==> config.mk <==
export PLATFORM = sky130hd
export DESIGN_NAME = av_burst_master
export DESIGN_NICKNAME = d
export VERILOG_FILES = /design/src/rtl/av_common.sv /design/src/rtl/av_burst_master.sv
export SDC_FILE = /design/constraint.sdc
export NUM_CORES = 1
export LEC_CHECK = 0
export BUFFER_PORTS_ARGS = -buffer_cell sky130_fd_sc_hd__buf_2
export CAP_MARGIN = 40
export CORE_UTILIZATION = 46
export CTS_CLUSTER_SIZE = 12
export DETAILED_ROUTE_END_ITERATION = 10
export PLACE_DENSITY_LB_ADDON = 0.1
export SLEW_MARGIN = 15
export SYNTH_ARGS = -nofsm -noshare
export SYNTH_HDL_FRONTEND = slang
export SYNTH_SLANG_ARGS = --single-unit
==> constraint.sdc <==
create_clock -name av_clk_i -period 2.7 [get_ports av_clk_i]
set_clock_uncertainty 0.05 [all_clocks]
set_input_delay 0.54 -clock av_clk_i [delete_from_list [all_inputs] [get_ports av_clk_i]]
set_output_delay 0.54 -clock av_clk_i [all_outputs]
set_load 0.01 [all_outputs]
==> src/rtl/av_common.sv <==
// ---------------------------------------------------------------------------
// av_common
// Shared Avalon-MM definitions for the burst master and its neighbours:
//   - response codes carried on av_response_i
//   - READ/WRITE operation encodings used on the command interface
//   - burst master state encoding
//   - a small helper that classifies a response code as an error
// ---------------------------------------------------------------------------
package av_common;

    localparam logic [1:0] RESP_OKAY        = 2'b00;
    localparam logic [1:0] RESP_SLAVEERROR  = 2'b10;
    localparam logic [1:0] RESP_DECODEERROR = 2'b11;

    localparam logic OP_READ  = 1'b0;
    localparam logic OP_WRITE = 1'b1;

    typedef enum logic [1:0] {
        ST_IDLE    = 2'd0,
        ST_WR      = 2'd1,
        ST_RD_REQ  = 2'd2,
        ST_RD_DATA = 2'd3
    } burst_state_t;

    // Anything other than OKAY (including the reserved 01 code) is an error.
    function automatic logic resp_is_err(input logic [1:0] resp);
        return (resp != RESP_OKAY);
    endfunction

endpackage

==> src/rtl/av_burst_master.sv <==
// ---------------------------------------------------------------------------
// av_burst_master
// Turns one command (address, byteenable, beat count, direction) into a single
// Avalon-MM burst and reports completion with a one-cycle done pulse.
//
// Ports
//   av_clk_i, av_rst_i          clock, synchronous active-high reset
//   cmd_valid_i / cmd_ready_o   command handshake (ready only while idle)
//   cmd_write_i                 1 = write burst, 0 = read burst
//   cmd_addr_i, cmd_be_i,
//   cmd_count_i                 burst start address, byteenable, beat count
//                               (count 0 runs as a single beat)
//   wdata_i / wdata_valid_i /
//   wdata_ready_o               write-data stream into the burst
//   rdata_o / rdata_valid_o /
//   rdata_last_o                registered read-data stream, no backpressure
//   done_o / done_err_o         completion pulse, error flag valid with it
//   av_*_o                      Avalon-MM master request signals
//   av_waitrequest_i, av_readdatavalid_i,
//   av_response_i, av_readdata_i  Avalon-MM slave response signals
// ---------------------------------------------------------------------------
module av_burst_master
    import av_common::*;
#(
    parameter int dw     = 32,
    parameter int aw     = 32,
    parameter int burstw = 8
) (
    input  logic                av_clk_i,
    input  logic                av_rst_i,

    input  logic                cmd_valid_i,
    output logic                cmd_ready_o,
    input  logic                cmd_write_i,
    input  logic [aw-1:0]       cmd_addr_i,
    input  logic [dw/8-1:0]     cmd_be_i,
    input  logic [burstw-1:0]   cmd_count_i,

    input  logic [dw-1:0]       wdata_i,
    input  logic                wdata_valid_i,
    output logic                wdata_ready_o,

    output logic [dw-1:0]       rdata_o,
    output logic                rdata_valid_o,
    output logic                rdata_last_o,

    output logic                done_o,
    output logic                done_err_o,

    output logic [aw-1:0]       av_address_o,
    output logic [dw-1:0]       av_writedata_o,
    output logic [dw/8-1:0]     av_byteenable_o,
    output logic [burstw-1:0]   av_burstcount_o,
    output logic                av_write_o,
    output logic                av_read_o,

    input  logic                av_waitrequest_i,
    input  logic                av_readdatavalid_i,
    input  logic [1:0]          av_response_i,
    input  logic [dw-1:0]       av_readdata_i
);

    // The remaining-beat counter carries one spare bit so a full-size burst
    // (2^burstw-1 beats) never wraps.
    localparam logic [burstw:0]   REM_ONE   = {{burstw{1'b0}}, 1'b1};
    localparam logic [burstw-1:0] COUNT_ONE = {{(burstw-1){1'b0}}, 1'b1};

    burst_state_t        state_r;
    burst_state_t        state_s;

    logic [aw-1:0]       addr_r;
    logic [dw/8-1:0]     be_r;
    logic [burstw-1:0]   count_r;
    logic [burstw:0]     remaining_r;
    logic                err_r;

    logic                done_r;
    logic                done_err_r;
    logic [dw-1:0]       rdata_r;
    logic                rdata_valid_r;
    logic                rdata_last_r;

    logic                cmd_ready_s;
    logic                cmd_accept_s;
    logic [burstw-1:0]   cmd_count_s;
    logic                wr_beat_s;
    logic                rd_beat_s;
    logic                beat_s;
    logic                last_beat_s;
    logic                beat_err_s;

    // Command acceptance and beat qualification.
    always_comb begin
        cmd_ready_s  = (state_r == ST_IDLE) && !av_rst_i;
        cmd_accept_s = cmd_ready_s && cmd_valid_i;
        if (cmd_count_i == {burstw{1'b0}}) begin
            cmd_count_s = COUNT_ONE;
        end else begin
            cmd_count_s = cmd_count_i;
        end
        // A write beat moves only when data is offered and the slave takes it;
        // a master-side stall (wdata_valid_i low) does not count.
        wr_beat_s   = (state_r == ST_WR) && wdata_valid_i && !av_waitrequest_i;
        // Read data is honoured only while a read burst is collecting beats.
        rd_beat_s   = (state_r == ST_RD_DATA) && av_readdatavalid_i;
        beat_s      = wr_beat_s || rd_beat_s;
        last_beat_s = (remaining_r == REM_ONE);
        beat_err_s  = beat_s && resp_is_err(av_response_i);
    end

    // Next-state decode and Avalon request signals.
    always_comb begin
        state_s        = state_r;
        av_write_o     = 1'b0;
        av_read_o      = 1'b0;
        av_writedata_o = {dw{1'b0}};
        wdata_ready_o  = 1'b0;
        case (state_r)
            ST_IDLE: begin
                if (cmd_accept_s) begin
                    if (cmd_write_i == OP_WRITE) begin
                        state_s = ST_WR;
                    end else begin
                        state_s = ST_RD_REQ;
                    end
                end else begin
                    state_s = ST_IDLE;
                end
            end
            ST_WR: begin
                av_write_o     = wdata_valid_i;
                av_writedata_o = wdata_i;
                wdata_ready_o  = !av_waitrequest_i;
                if (wr_beat_s && last_beat_s) begin
                    state_s = ST_IDLE;
                end else begin
                    state_s = ST_WR;
                end
            end
            ST_RD_REQ: begin
                // One read command per burst, held until the slave accepts it.
                av_read_o = 1'b1;
                if (!av_waitrequest_i) begin
                    state_s = ST_RD_DATA;
                end else begin
                    state_s = ST_RD_REQ;
                end
            end
            ST_RD_DATA: begin
                if (rd_beat_s && last_beat_s) begin
                    state_s = ST_IDLE;
                end else begin
                    state_s = ST_RD_DATA;
                end
            end
            default: begin
                state_s = ST_IDLE;
            end
        endcase
    end

    // Burst context, beat counter, error flag and registered status outputs.
    always_ff @(posedge av_clk_i) begin
        if (av_rst_i) begin
            state_r       <= ST_IDLE;
            addr_r        <= {aw{1'b0}};
            be_r          <= {(dw/8){1'b0}};
            count_r       <= {burstw{1'b0}};
            remaining_r   <= {(burstw+1){1'b0}};
            err_r         <= 1'b0;
            done_r        <= 1'b0;
            done_err_r    <= 1'b0;
            rdata_r       <= {dw{1'b0}};
            rdata_valid_r <= 1'b0;
            rdata_last_r  <= 1'b0;
        end else begin
            state_r       <= state_s;
            done_r        <= 1'b0;
            done_err_r    <= 1'b0;
            rdata_valid_r <= 1'b0;
            rdata_last_r  <= 1'b0;
            if (cmd_accept_s) begin
                addr_r      <= cmd_addr_i;
                be_r        <= cmd_be_i;
                count_r     <= cmd_count_s;
                remaining_r <= {1'b0, cmd_count_s};
                err_r       <= 1'b0;
            end else begin
                if (beat_s) begin
                    remaining_r <= remaining_r - REM_ONE;
                end
                // An error beat marks the burst but does not cut it short.
                if (beat_err_s) begin
                    err_r <= 1'b1;
                end
                if (rd_beat_s) begin
                    rdata_r       <= av_readdata_i;
                    rdata_valid_r <= 1'b1;
                    rdata_last_r  <= last_beat_s;
                end
                if (beat_s && last_beat_s) begin
                    done_r     <= 1'b1;
                    done_err_r <= err_r || beat_err_s;
                end
            end
        end
    end

    assign cmd_ready_o     = cmd_ready_s;
    assign av_address_o    = addr_r;
    assign av_byteenable_o = be_r;
    assign av_burstcount_o = count_r;
    assign rdata_o         = rdata_r;
    assign rdata_valid_o   = rdata_valid_r;
    assign rdata_last_o    = rdata_last_r;
    assign done_o          = done_r;
    assign done_err_o      = done_err_r;

endmodule

==> results of run 1 <==
-- per-stage QoR --
stage / worst slack [ns] / cells / power, uW / utilization
floorplan: 0.901 / 461 / 1770 / -
global placement: 0.727 / 771 / 1980 / 0.632
detailed placement: 0.668 / 771 / 2000 / 0.632
CTS: 0.483 / 787 / 3160 / 0.667
global route: 0.341 / 787 / 3270 / 0.667
finish: 0.501 / 787 / 3130 / 0.667
-- power by group --
group	leakage (uW)	switching (uW)	internal [uW]
logic	0.00159	270	222
clock network	0.000136	447	717
registers	0.000750	46.6	1420
total	0.00248	764	2360
-- cell type report --
class	instances	area share
Tap cell	102	0.0248
Clock inverter	3	0.0175
Multi-Input combinational cell	333	0.325
Clock buffer	13	0.0347
Sequential cell	92	0.357
Inverter	3	0.00219
Timing Repair Buffer	241	0.238
-- critical path, stage by stage, from the launching register on --
cell	delay, ns
dfxtp_1	0.51
nor2b_1	0.18
buf_4	0.26
nor2b_1	0.16
buf_2	0.15
-- cells in the mapped netlist, drive strengths merged, types with 3 or more instances --
cell / n
a311oi: 3
clkbuf: 24
and2: 33
nand2: 154
nor3: 6
nor2b: 3
nand3: 3
buf: 9
a211oi: 3
nor4: 3
a21oi: 79
o211ai: 3
nor2: 17
inv: 3
dfxtp: 92
-- flip-flops by register name, summed over array words and instances (netlist names), 2 cells and up --
signal / count
av_address_o: 32
av_burstcount_o: 8
av_byteenable_o: 4
rdata_o: 32
remaining_r: 9
state_r: 2
-- cells by family after synthesis --
family / after synthesis
AOI/OAI and AO/OA: 99
xor gates and xnor gates: 3
adders and majority gates: 2
buffers and inverters: 36
DFF: 92
and+or+nand+nor: 229
-- path summary, 6_finish.rpt --
kind                                       end  slack (ns)  cells past startpoint
worst max register to register  remaining_r[6]        0.75                      4
worst max-delay path             wdata_ready_o        0.50                      4
worst min-delay path                done_err_o        0.36                      2
worst min register to register     rdata_o[14]        0.40                      2
-- layer usage --
| layer | up-vias | routed length (um) | global-route usage |
|---|---|---|---|
| li1 | 1947 | - | - |
| met1 | 1715 | 4150 | 0.271 |
| met2 | 136 | 5020 | 0.421 |
| met3 | 25 | 610 | 0.0503 |
| met4 | 0 | 328 | 0.111 |
| met5 | - | 0 | 0 |
==> flow_metrics.py, run 1 <==
metrics = {
    "status": {
        "status": "finished clean",
    },
    "clock_tree": {
        "insertion_delay_ns": 0.34,
        "post-cts-setup-buffers": 0,
        "clock-sinks": 92,
        "cts_tree": "done",
        "holdBufCountCts": 0,
        "cts-resized-gates": 0,
        "cts_root_buf": "clkbuf_8",
        "clkTransAtPathRegs_ns": 0.09,
        "numCtsBuffers": 9,
        "cts_htree_levels": 3,
        "cts.path.max_buffers": 2,
    },
    "synth": {
        "synth_area_leaders": "dfxtp_1 (50%), nand2_1 (16%), a21oi_1 (11%)",
        "syn_area_um2": 3660,
        "synth-simple-area-share": 0.290,
        "synthMuxAreaShare": 0,
        "synth-edff-count": 0,
        "synth_xor_area_frac": 0.00718,
        "synth_top_area_frac": 0.504,
        "synth-seq-cells": 92,
        "synth_top_family_by_area": "simple AND/OR/NAND/NOR gates",
        "ys_seq_area_frac": 0.504,
        "synth_largest_area_cell": "dfxtp_1",
        "yosys.area_share.adder": 0.00684,
        "synth_nets": 580,
        "syn_area_per_cell_um2": 7.93,
        "async_flop_share": 0,
        "synth.lib_cells_used.distinct": 41,
        "synth_compound_area_frac": 0.151,
        "synthFlopType": "dfxtp_1",
        "synthCells": 461,
        "yosysWarningCount": 0,
    },
    "routing": {
        "vias": 3823,
        "dr.first_iter.drc_count": 132,
        "vias_per_cell": 4.86,
        "wl_um": 10100,
        "post_drt_wl_per_cell_um": 12.9,
        "ant_nets": 0,
        "drc": 0,
        "firstDrtPassIters": 6,
    },
    "worst_setup_path": {
        "end_kind": "primary output",
        "path_class": "flop to primary output",
        "worst-path-max-fanout": 34,
        "cp-start-kind": "flop",
        "required_ns": 2.11,
        "reg2reg_from": "state_r[1]",
        "critPathLaunch": "state_r[0]",
        "crit_arrival_ns": 1.61,
    },
    "timing": {
        "whs_ns": 0.358,
        "finalSetupTns_ns": 0,
        "drv_slew": 0,
        "rsz0062_at_grt": "false",
        "hold_violations": 0,
        "max_freq_ghz": 0.455,
        "tightest_slew_ns": 0.586,
        "slew_headroom": 0.608,
        "fin_crit_sh": 0.815,
        "setup_viol_count_final": 0,
        "fin_crit_ns": 2.20,
    },
    "finish": {
        "final_cell_mix": "buf_2 (232), nand2_1 (153), dfxtp_1 (92)",
        "fill_cells": 737,
        "design_area_um2": 5150,
        "drive_gt1_frac": 0.391,
        "nets": 799,
        "antenna_cells": 0,
        "multi_input_area_um2": 1670,
        "seqCellArea_um2": 1840,
        "area_delta_synth_final_pct": 40.9,
        "final_common_cell": "buf_2",
    },
    "global_routing": {
        "grt-ovfl-total": 0,
        "grt_max_degree": 42,
        "grt_pass1_vias": 3426,
        "grt_pass1_wl_um": 15900,
        "grt_usage": 0.237,
        "antenna_found_initial": 0,
    },
    "floorplan": {
        "die_w_um": 91.2,
        "num_rows": 32,
        "core-area_um2": 7730,
        "die_y_um": 91.2,
        "dieArea_um2": 8310,
        "io_pins": 233,
        "initial_core_util": 0.473,
    },
    "min_path": {
        "hold_path_class": "input pin to flop",
        "min_from": "av_response_i[0]",
    },
    "power": {
        "power_density_nw_per_um2": 607,
        "leakagePower_uw": 0.00248,
        "ir_drop_uv": 429,
    },
    "flow_run": {
        "drv_cap": 0,
    },
    "placement": {
        "gp_congestion": 0.873,
        "hpwlAfterDp_um": 7660,
        "port_buffers": 232,
        "place_area_um2": 4880,
    },
}
Note: power is estimated with default switching activity, not from simulation.
==> run 2: changes to the inputs <==
--- a/config.mk
+++ b/config.mk
@@ -7,7 +7,7 @@
 export LEC_CHECK = 0
 export BUFFER_PORTS_ARGS = -buffer_cell sky130_fd_sc_hd__buf_2
 export CAP_MARGIN = 40
-export CORE_UTILIZATION = 46
+export CORE_UTILIZATION = 38
 export CTS_CLUSTER_SIZE = 12
 export DETAILED_ROUTE_END_ITERATION = 10
 export PLACE_DENSITY_LB_ADDON = 0.1
==> constraint.sdc (replaced) <==
create_clock -name av_clk_i -period 2 [get_ports av_clk_i]
set_clock_uncertainty 0.05 [all_clocks]
set_input_delay 0.4 -clock av_clk_i [delete_from_list [all_inputs] [get_ports av_clk_i]]
set_output_delay 0.4 -clock av_clk_i [all_outputs]
set_load 0.01 [all_outputs]
==> flow_metrics.py, run 2 (synthesized netlist as in run 1, its figures left out) <==
metrics = {
    "status": {
        "status": "finished clean",
    },
    "finish": {
        "area_delta_synth_final_pct": 41.8,
        "drive_gt1_frac": 0.397,
        "multi_input_area_um2": 1680,
        "fill_cells": 952,
        "fin_util": 0.559,
        "final_common_cell": "buf_2",
        "nets": 802,
        "antenna_cells": 0,
        "seqCellArea_um2": 1850,
        "stdcell_count": 817,
        "final_cell_mix": "buf_2 (232), nand2_1 (153), dfxtp_1 (90)",
    },
    "global_routing": {
        "antenna_found_initial": 0,
        "grt_pass1_wl_um": 16600,
        "grt_max_degree": 35,
        "grt-ovfl-total": 0,
        "grt_usage": 0.213,
        "grt_pass1_vias": 3450,
    },
    "floorplan": {
        "die_y_um": 100,
        "io_pins": 233,
        "dieArea_um2": 10000,
        "die_w_um": 100,
        "core-area_um2": 9280,
        "initial_core_util": 0.394,
        "num_rows": 35,
    },
    "min_path": {
        "min_path_cells": 3,
        "hold_path_end": "rdata_o[22]",
        "min_from": "av_readdata_i[22]",
        "hold_path_class": "input pin to flop",
    },
    "power": {
        "leakagePower_uw": 0.00246,
        "power_density_nw_per_um2": 757,
        "ir_drop_uv": 364,
    },
    "worst_setup_path": {
        "crit_arrival_ns": 1.46,
        "path_delay_family": "flip-flops",
        "critPathLaunch": "state_r[0]",
        "cp-start-kind": "flop",
        "path_cells": "nor2b_2 -> buf_12 -> and2_1 -> buf_2",
        "required_ns": 1.55,
        "slowest_delay_ns": 0.41,
        "reg2reg_from": "state_r[1]",
        "rr_endpoint": "remaining_r[6]",
        "end_kind": "primary output",
        "ff2ff_setup_slack_ns": 0.34,
        "r2r_cells": 4,
        "cpMaxStageDelayCell": "dfxtp_4",
        "timing.critical_path.buf_inv": 2,
        "worst-path-max-fanout": 34,
        "path_class": "flop to primary output",
    },
    "routing": {
        "wl_um": 11000,
        "vias_per_cell": 4.71,
        "post_drt_wl_per_cell_um": 13.4,
        "firstDrtPassIters": 4,
        "drc": 0,
        "ant_nets": 0,
        "vias": 3852,
        "dr.first_iter.drc_count": 106,
    },
    "clock_tree": {
        "insertion_delay_ns": 0.35,
        "cts_htree_levels": 3,
        "clkTransAtPathRegs_ns": 0.09,
        "clock-sinks": 92,
        "numCtsBuffers": 9,
        "cts.path.max_buffers": 2,
        "cts_tree": "done",
        "holdBufCountCts": 0,
        "cts_root_buf": "clkbuf_8",
    },
    "timing": {
        "fin_crit_sh": 0.954,
        "rsz0062_at_grt": "false",
        "tightest_slew_ns": 0.528,
        "hold_violations": 0,
        "slew_headroom": 0.646,
        "finalSetupTns_ns": 0,
        "setup_viol_count_final": 0,
        "max_freq_ghz": 0.524,
        "drv_slew": 0,
        "timing.final.ws_setup_ns": 0.0921,
        "fin_crit_ns": 1.91,
    },
    "placement": {
        "port_buffers": 232,
        "place_inst": 801,
        "hpwlAfterDp_um": 8440,
        "dpl_worst_slack_ns": 0.181,
        "gp_congestion": 0.849,
    },
    "flow_run": {
        "drv_cap": 0,
    },
}
[run 2: changes by cell type in the layout (fill, tap and decap cells not counted), moves of 2 or more]
| cell | change |
|---|---|
| clkbuf_8 | -3 |
| dfxtp_1 | -2 |
| buf_12 | +3 |
| clkinvlp_4 | +3 |
| bufinv_16 | -2 |
[run 2: worst min-delay path, stage by stage]
cell and delay (ns):
buf_2 0.09, nand2_1 0.04, a21oi_1 0.05
[run 2: layer usage]
metal	track usage	vias up	part of all wire
met5	0	-	0
met2	0.394	151	0.52
met1	0.234	1740	0.39
met3	0.0550	15	0.074
li1	-	1946	-
met4	0.0780	0	0.019
[run 2: how the worst max path moves through the flow]
| stage | to | slack [ns] | cells past startpoint |
|---|---|---|---|
| after floorplan | remaining_r[6] | 0.34 | 4 |
| after global placement | remaining_r[6] | 0.26 | 5 |
| after detailed placement | remaining_r[6] | 0.18 | 5 |
| after CTS | av_writedata_o[23] | 0.02 | 4 |
| after global routing | av_writedata_o[23] | 0.005 | 4 |
| final | av_writedata_o[27] | 0.09 | 4 |
[run 2: cell type report]
cell class / count / share of cell area
multi-input cells: 333 / 0.323
repair buffers: 244 / 0.248
clock buffers: 11 / 0.0273
flip-flops and latches: 92 / 0.356
clock inverters: 5 / 0.0118
inverters: 3 / 0.00217
well taps: 129 / 0.0311
[run 2: report_power, final]
part,internal [uW],switching [uW]
Clock,614,633
Combinational,315,376
Sequential,1920,63.7
Total,2850,1070
[run 2: what timing repair did]
action / CTS / global route
setup buffers: 0 / 0
resized for setup: 2 / 2
setup endpoints to repair: 34 / 8
[run 2: through the flow]
stage	area (um2)	hold WS (ns)	total power, uW
6_report	5190	0.221	3930
5_1_grt	5190	0.204	4150
4_1_cts	5180	0.200	3980
3_5_place_dp	4980	0.394	2730
3_3_place_gp	4980	0.389	2710
2_1_floorplan	3660	0.391	2400
